### config.mk
export PLATFORM = sky130hd
export DESIGN_NAME = vit_out_packer
export DESIGN_NICKNAME = d
export VERILOG_FILES = /design/src/rtl/vit_out_packer.sv
export SDC_FILE = /design/constraint.sdc
export NUM_CORES = 1
export LEC_CHECK = 0
export BUFFER_PORTS_ARGS = -buffer_cell sky130_fd_sc_hd__buf_2
export CAP_MARGIN = 20
export CORE_UTILIZATION = 51
export CTS_BUF_LIST = sky130_fd_sc_hd__clkbuf_8
export DETAILED_ROUTE_END_ITERATION = 7
export GPL_TIMING_DRIVEN = 1
export PLACE_DENSITY = 0.72
export SYNTH_ARGS = -nofsm -noshare
export SYNTH_HDL_FRONTEND = slang
export SYNTH_SLANG_ARGS = --single-unit
### constraint.sdc
create_clock -name clock -period 3 [get_ports clock]
set_input_delay 0.15 -clock clock [delete_from_list [all_inputs] [get_ports clock]]
set_output_delay 0.15 -clock clock [all_outputs]
set_load 0.02 [all_outputs]
### src/rtl/vit_out_packer.sv
// vit_out_packer
//   Packs K-bit decoded Viterbi symbols into BYTE_W-bit words, first symbol
//   in the MSBs, and queues them in a first-word-fall-through FIFO that
//   drains over a valid/ready interface. A sync_error discards the partial
//   word and holds the packer in RESYNC until the decoder recovers.
//
// Ports
//   clock       system clock, rising edge
//   reset       asynchronous active-low reset
//   Dx          decoded symbol, qualified by oe
//   oe          symbol strobe
//   sync_error  decoder sync loss
//   data_out    FIFO head word (combinational)
//   data_valid  FIFO not empty
//   data_ready  downstream accepts data_out
//   sync_lost   high while in RESYNC
//   overflow    sticky: a completed word was dropped on a full FIFO
//   ovf_clr     synchronous clear of overflow (a same-cycle drop wins)
//   byte_count  words accepted into the FIFO, wrapping (PACKER_BYTECNT_EN only)
//
// Optional feature macro: PACKER_BYTECNT_EN
module vit_out_packer #(
   parameter int unsigned K          = 2,
   parameter int unsigned BYTE_W     = 8,
   parameter int unsigned FIFO_DEPTH = 4
) (
   input  logic              clock,
   input  logic              reset,
   input  logic [K-1:0]      Dx,
   input  logic              oe,
   input  logic              sync_error,
   output logic [BYTE_W-1:0] data_out,
   output logic              data_valid,
   input  logic              data_ready,
   output logic              sync_lost,
   output logic              overflow,
   input  logic              ovf_clr
`ifdef PACKER_BYTECNT_EN
  ,output logic [15:0]       byte_count
`endif
);

   localparam int unsigned SPB = BYTE_W / K;
   localparam int unsigned CW  = (SPB > 1) ? $clog2(SPB) : 1;
   localparam int unsigned PW  = $clog2(FIFO_DEPTH);
   localparam int unsigned OW  = PW + 1;
   localparam logic [CW-1:0] LAST_SYM = CW'(SPB - 1);

   typedef enum logic {PACK, RESYNC} state_t;

   state_t              state_q;
   logic                sync_lost_q;
   logic [CW-1:0]       sym_cnt_q;
   // Only the older BYTE_W-K bits need storing; the newest symbol is Dx.
   logic [BYTE_W-K-1:0] shift_q;

   logic [BYTE_W-1:0]   mem_q [FIFO_DEPTH];
   logic [PW-1:0]       wr_ptr_q, rd_ptr_q;
   logic [OW-1:0]       occ_q, occ_d;
   logic                ovf_q, ovf_d;

   logic [BYTE_W-1:0]   byte_d;
   logic                take, push, pop, full, accept, drop;

   always_comb begin
      byte_d = {shift_q, Dx};
      take   = (state_q == PACK) && oe && !sync_error;
      push   = take && (sym_cnt_q == LAST_SYM);
      pop    = data_valid && data_ready;
      full   = (occ_q == OW'(FIFO_DEPTH));
      // A pop in the same cycle frees the slot the push needs.
      accept = push && (!full || pop);
      drop   = push && full && !pop;
      occ_d  = occ_q + OW'(accept) - OW'(pop);
      ovf_d  = ovf_q;
      if (ovf_clr) ovf_d = 1'b0;
      if (drop)    ovf_d = 1'b1;
   end

   // Packer FSM
   always_ff @(posedge clock or negedge reset) begin
      if (!reset) begin
         state_q     <= PACK;
         sync_lost_q <= 1'b0;
         sym_cnt_q   <= '0;
         shift_q     <= '0;
      end else begin
         case (state_q)
            PACK: begin
               if (sync_error) begin
                  state_q     <= RESYNC;
                  sync_lost_q <= 1'b1;
                  sym_cnt_q   <= '0;
                  shift_q     <= '0;
               end else if (oe) begin
                  shift_q   <= byte_d[BYTE_W-K-1:0];
                  sym_cnt_q <= (sym_cnt_q == LAST_SYM) ? '0 : sym_cnt_q + CW'(1);
               end
            end
            RESYNC: begin
               if (!sync_error) begin
                  state_q     <= PACK;
                  sync_lost_q <= 1'b0;
               end
            end
            default: begin
               state_q     <= PACK;
               sync_lost_q <= 1'b0;
            end
         endcase
      end
   end

   // Byte FIFO
   always_ff @(posedge clock or negedge reset) begin
      if (!reset) begin
         for (int unsigned i = 0; i < FIFO_DEPTH; i++) mem_q[i] <= '0;
         wr_ptr_q <= '0;
         rd_ptr_q <= '0;
         occ_q    <= '0;
         ovf_q    <= 1'b0;
      end else begin
         if (accept) begin
            mem_q[wr_ptr_q] <= byte_d;
            wr_ptr_q        <= wr_ptr_q + PW'(1);
         end
         if (pop) rd_ptr_q <= rd_ptr_q + PW'(1);
         occ_q <= occ_d;
         ovf_q <= ovf_d;
      end
   end

`ifdef PACKER_BYTECNT_EN
   logic [15:0] bcnt_q;
   always_ff @(posedge clock or negedge reset) begin
      if (!reset)      bcnt_q <= '0;
      else if (accept) bcnt_q <= bcnt_q + 16'd1;
   end
   assign byte_count = bcnt_q;
`endif

   assign data_out   = mem_q[rd_ptr_q];
   assign data_valid = (occ_q != '0);
   assign sync_lost  = sync_lost_q;
   assign overflow   = ovf_q;

endmodule

==> Word level (Yosys, flattened, before mapping) <==
Cells that the tools add are included.
{ "classes": {"n_reduce_logical": 17, "add_sub_neg": 5, "n_eq_ne": 4, "muxes": 17, "n_lt_le_gt_ge": 3, "bitwise": 3} }
{ "ops": {"columns": ["cell", "count"], "rows": [
  ["$bwmux W32", 1],
  ["$mux W8", 3],
  ["$bmux W8 S2", 1],
  ["$demux W8 S2", 1],
  ["$mux W6", 2],
  ["$logic_and A1 B1 Y1", 8],
  ["$add A2 B1 Y2 const B", 3],
  ["$ge A3 B3 Y1 const B", 2],
  ["$mux W2", 3],
  ["$not A2 Y3", 2],
  ["$mux W1", 5],
  ["$ne A2 B2 Y1 const B", 2],
  ["$reduce_and A2 Y1", 2],
  ["$reduce_bool A2 Y1", 2],
  ["$add A3 B1 Y3", 1],
  ["$eq A3 B3 Y1 const B", 1],
  ["$logic_not A1 Y1", 3],
  ["$lt A3 B1 Y1 const B", 1],
  ["$reduce_bool A3 Y1", 1],
  ["$sub A3 B1 Y3", 1],
  ["$eq A2 B2 Y1 const B", 1],
  ["$pmux W1 S2", 1],
  ["$logic_or A1 B1 Y1", 1],
  ["$not A1 Y1", 1]
]} }
{ "word_totals": {"elab_cells": 61, "regBits": 50, "out_inout_bits": 11} }

==> Depth between registers and ports, before layout <==
{ "logic_depth": {"depth_word": 7, "depth_mapped": 11, "ltp_nobuf": 10} }

==> Least setup slack after synthesis <==
Ideal clock, no wire load.
{ "synth_timing": {"path_kind": "register to register", "from": "register occ_q[1]", "to": "register occ_q[2]", "t_arrival_ps": 2282, "setup_slack_ps": 638, "period_less_slack_ps": 2362, "setup_time_ps": 80, "stages_incl_launch_ff": 11, "path_cell_list": "dfrtp_1 or4b_4 buf_6 nand2_2 ha_1 inv_1 ha_1 inv_1 fa_1 xnor2_1 xnor2_1"} }
{ "synth_between": {"elab_chain_len": 6, "word_cells_on_any_way": 8, "classes_between": "2 x add/sub; 1 x eq/ne; 5 x reduce/logical"} }
{ "synth_lines": {"columns": ["item", "line_no", "source"], "rows": [
  ["start: declaration", "59", "logic [OW-1:0] occ_q, occ_d;"],
  ["start signal: assignment", "120", "occ_q <= '0;"],
  ["start signal: assignment", "128", "occ_q <= occ_d;"],
  ["$eq A3 B3 Y1 / $reduce_bool A3 Y1 (equally long branches)", "70, 143", null],
  ["$logic_not A1 Y1 / $logic_and A1 B1 Y1 (equally long branches)", "72, 69", null],
  ["$logic_or A1 B1 Y1", "72", "accept = push && (!full || pop);"],
  ["$logic_and A1 B1 Y1", "72", null],
  ["$add A3 B1 Y3", "74", "occ_d = occ_q + OW'(accept) - OW'(pop);"],
  ["$sub A3 B1 Y3 (*)", "74", null],
  ["via occ_d[2]", "59", null]
]} }
Mark *: on every way through the listed nets, which the timed path passes. The rest lies on a longest branch.
A chain may end at the register's enable or synchronous reset.

==> Worst setup path after layout <==
Ends and elaborated chain as after synthesis.

==> flow_summary.yaml <==
status:
  run_status: "complete, no violations"
clock_tree:
  cts_sinks: 50
  cts_tree: "yes"
  clk_pin_slew_ps: 80
  insertion_delay_ps: 310
  cts_buffers: 5
  clock_path_buffers: 2
  cts_setup_buffers: 0
  htreeDepth: 2
  root_buffer: "clkbuf_8"
  ctsResizeCount: 0
  cts.hold.buffers_added: 0
worst_setup_path:
  cp.required_ps: 3230
  startpoint_type: "register"
  critPathArrivalTime_ps: 2720
  worst-path-buf-inv: 2
  path_cells: "or4b_4 -> nand2_2 -> ha_1 -> inv_1 -> ha_1 -> inv_1 -> fa_1 -> xnor2_1 -> xnor2_1"
  max_stage_delay_ps: 650
  crit_type: "reg2reg"
  crit_fanout: 6
  critical_path.slowest_cell: "or4b_4"
  critPathTopFamily: "simple AND/OR/NAND/NOR gates"
  endpoint_kind: "register"
pwr:
  power.share.combinational_pct: 20.6
  internal_power_w: 0.00121
  p_sw_w: 0.000527
  seqPwrFrac_pct: 51.9
  power_density_mw_per_mm2: 644
  p_sw_share_pct: 30.3
  finalPower_w: 0.00174
  pwr-share-clk_pct: 27.5
  leakage_nw: 1.33
  ir_drop_mv: 0.412
global_route:
  antenna_found_initial: 0
  grt_usage_pct: 19.5
  grt_max_degree: 51
  grt_pass1_wl_um: 7310
  grt.overflow.total: 0
  grt_pass1_vias: 1455
logic_synthesis:
  syn-cell-area_mm2: 0.00242
  yosysMostFrequentCell: "dfrtp_1"
  syn_area_per_cell_um2: 14.7
  yosysSeqAreaShare_pct: 51.7
  yosysTopAreaCell: "dfrtp_1"
  synthCells: 165
  yosys.area.top_type_share_pct: 51.7
  yosys_register_bits: 50
  ys_top_cells_by_area: "dfrtp_1 (52%), mux2_4 (15%), mux4_2 (7.4%)"
  synthDistinctLibCells: 28
  syn_nets: 181
  synth_flop_cell: "dfrtp_1"
  synthTopCellsByCount: "dfrtp_1 (50), mux2_4 (24), nand2_1 (9), nor2b_1 (9)"
  yosys_warnings: 0
  synth_edf_count: 0
  async_flop_share_pct: 100
die:
  die_area_mm2: 0.00503
  rows: 24
  coreArea_mm2: 0.00444
  dieWidth_um: 70.9
  fp.dieH_um: 70.9
  start_util_pct: 54.5
  io_pins: 19
timing:
  setup_viol: 0
  tns_ps: 0
  rsz0062_at_grt: "no"
  slew_headroom_pct: 58.5
  fmax_mhz: 401
  finClkSkew_ps: 7.08
  finalCritPeriodShare_pct: 83.0
  finalMaxSlewViolations: 0
  tightest_slew_ps: 622
  fin_crit_ps: 2490
  finalHoldViolCount: 0
drt:
  route.detailed.drc: 0
  via_per_inst: 5.73
  via_count: 1370
  wire_per_inst_um: 18.5
  drtIter0Drc: 66
  drtPass1Iterations: 6
  ant_nets: 0
  drt_wl_total_um: 4420
cells_and_area:
  area_delta_synth_final_pct: 11.3
  nets: 202
  nFillCells: 339
  drive_gt1_share_pct: 39.6
  n_antenna_cell: 0
place:
  dp_hpwl_um: 3030
  gp_congestion: 0.759
  portBuffers: 18
job:
  maxCapViolCount: 0
min_path:
  min_path_type: "in2reg"
==> per-stage QoR <==
step | utilization (%) | area (um^2) | std cells | setup WS [ps] | hold WS [ps]
finish | 60.6 | 2700 | 239 | 509 | 31.7
global route | 60.6 | 2700 | 239 | 368 | 35.2
CTS | 59.8 | 2660 | 237 | 481 | 26.7
detailed placement | 57.3 | 2540 | 229 | 517 | 345
global placement | 57.3 | 2540 | 229 | 618 | 375
floorplan | - | 2420 | 165 | 638 | -146
==> power groups by stage <==
stage,clock [W],combinational [W],sequential (W)
detailed placement,0,0.000353,0.000916
floorplan,0,0.000344,0.000827
global placement,0,0.000337,0.000902
finish,0.000478,0.000358,0.000901
global route,0.000516,0.000394,0.000921
CTS,0.000489,0.000356,0.000902
==> cell type report <==
| class | count | area [um^2] | share of cell area (%) |
|---|---|---|---|
| Clock buffer | 5 | 68.8 | 2.55 |
| Clock inverter | 3 | 43.8 | 1.62 |
| Inverter | 8 | 30.0 | 1.11 |
| Multi-Input combinational cell | 100 | 1100 | 40.9 |
| Sequential cell | 50 | 1250 | 46.4 |
| Tap cell | 52 | 65.1 | 2.41 |
| Timing Repair Buffer | 21 | 135 | 5.01 |
==> cell usage in the layout (no fill, tap or decap) <==
master / n
dfrtp_1: 50
mux2_4: 24
buf_2: 18
nor2b_1: 9
nand2_1: 9
inv_1: 8
mux4_2: 8
a21oi_1: 8
o21ai_0: 8
mux2_2: 8
ha_1: 7
clkbuf_8: 5
xnor2_1: 4
nand3_4: 4
or4b_4: 1
and4bb_1: 1
nand2_2: 1
o31a_1: 1
or3_1: 1
xor2_1: 1
o22ai_1: 1
maj3_1: 1
mux2_1: 1
nor2_1: 1
fa_1: 1
inv_6: 1
clkinv_2: 1
bufinv_16: 1
dlygate4sd3_1: 1
buf_16: 1
buf_4: 1
==> cells by family (layout without fill, tap and decap cells) <==
family / after synthesis / in the layout / share of synthesized area (%)
buffers and inverters: 15 / 37 / 2.89
adder cells (fa/ha/maj): 9 / 9 / 4.86
multiplexers: 41 / 41 / 26.5
AO/OA/AOI/OAI: 18 / 18 / 3.93
AND/OR/NAND/NOR: 27 / 27 / 8.37
XOR/XNOR: 5 / 5 / 1.81
flip-flops: 50 / 50 / 51.7
==> path summary, 6_finish.rpt <==
| path | from | to | slack (ps) | depth (start not counted) |
|---|---|---|---|---|
| max in group asynchronous | reset | shift_q[4] | 2080 | 3 |
| setup / recovery | occ_q[1] | occ_q[2] | 510 | 9 |
| hold reg to reg | mem_q[31] | mem_q[31] | 510 | 1 |
| min in group asynchronous | reset | mem_q[16] | 390 | 2 |
| hold / removal | ovf_clr | overflow | 30 | 2 |
| setup reg to reg | occ_q[1] | occ_q[2] | 510 | 9 |
==> worst reg2reg max path, stage by stage, from the launching register on <==
cell	delay, ps
dfrtp_1	460
or4b_4	650
nand2_2	140
ha_1	230
inv_1	50
ha_1	130
inv_1	50
fa_1	370
xnor2_1	200
xnor2_1	140
==> routing by layer <==
layer | GRT usage [%] | up-vias | share of wire [%]
met5 | 0 | - | 0
met4 | 6.67 | 0 | 1.5
met3 | 4.42 | 8 | 4.0
met2 | 34.0 | 45 | 52
met1 | 23.9 | 694 | 43
li1 | - | 623 | -
==> registers in the layout, summed over array words and instances, names as in the netlist <==
name / cells
mem_q: 32
sym_cnt_q: 2
state_q: 1
occ_q: 3
shift_q: 6
wr_ptr_q: 2
overflow: 1
rd_ptr_q: 2
sync_lost: 1
Note: power is estimated with default switching activity, not from simulation.
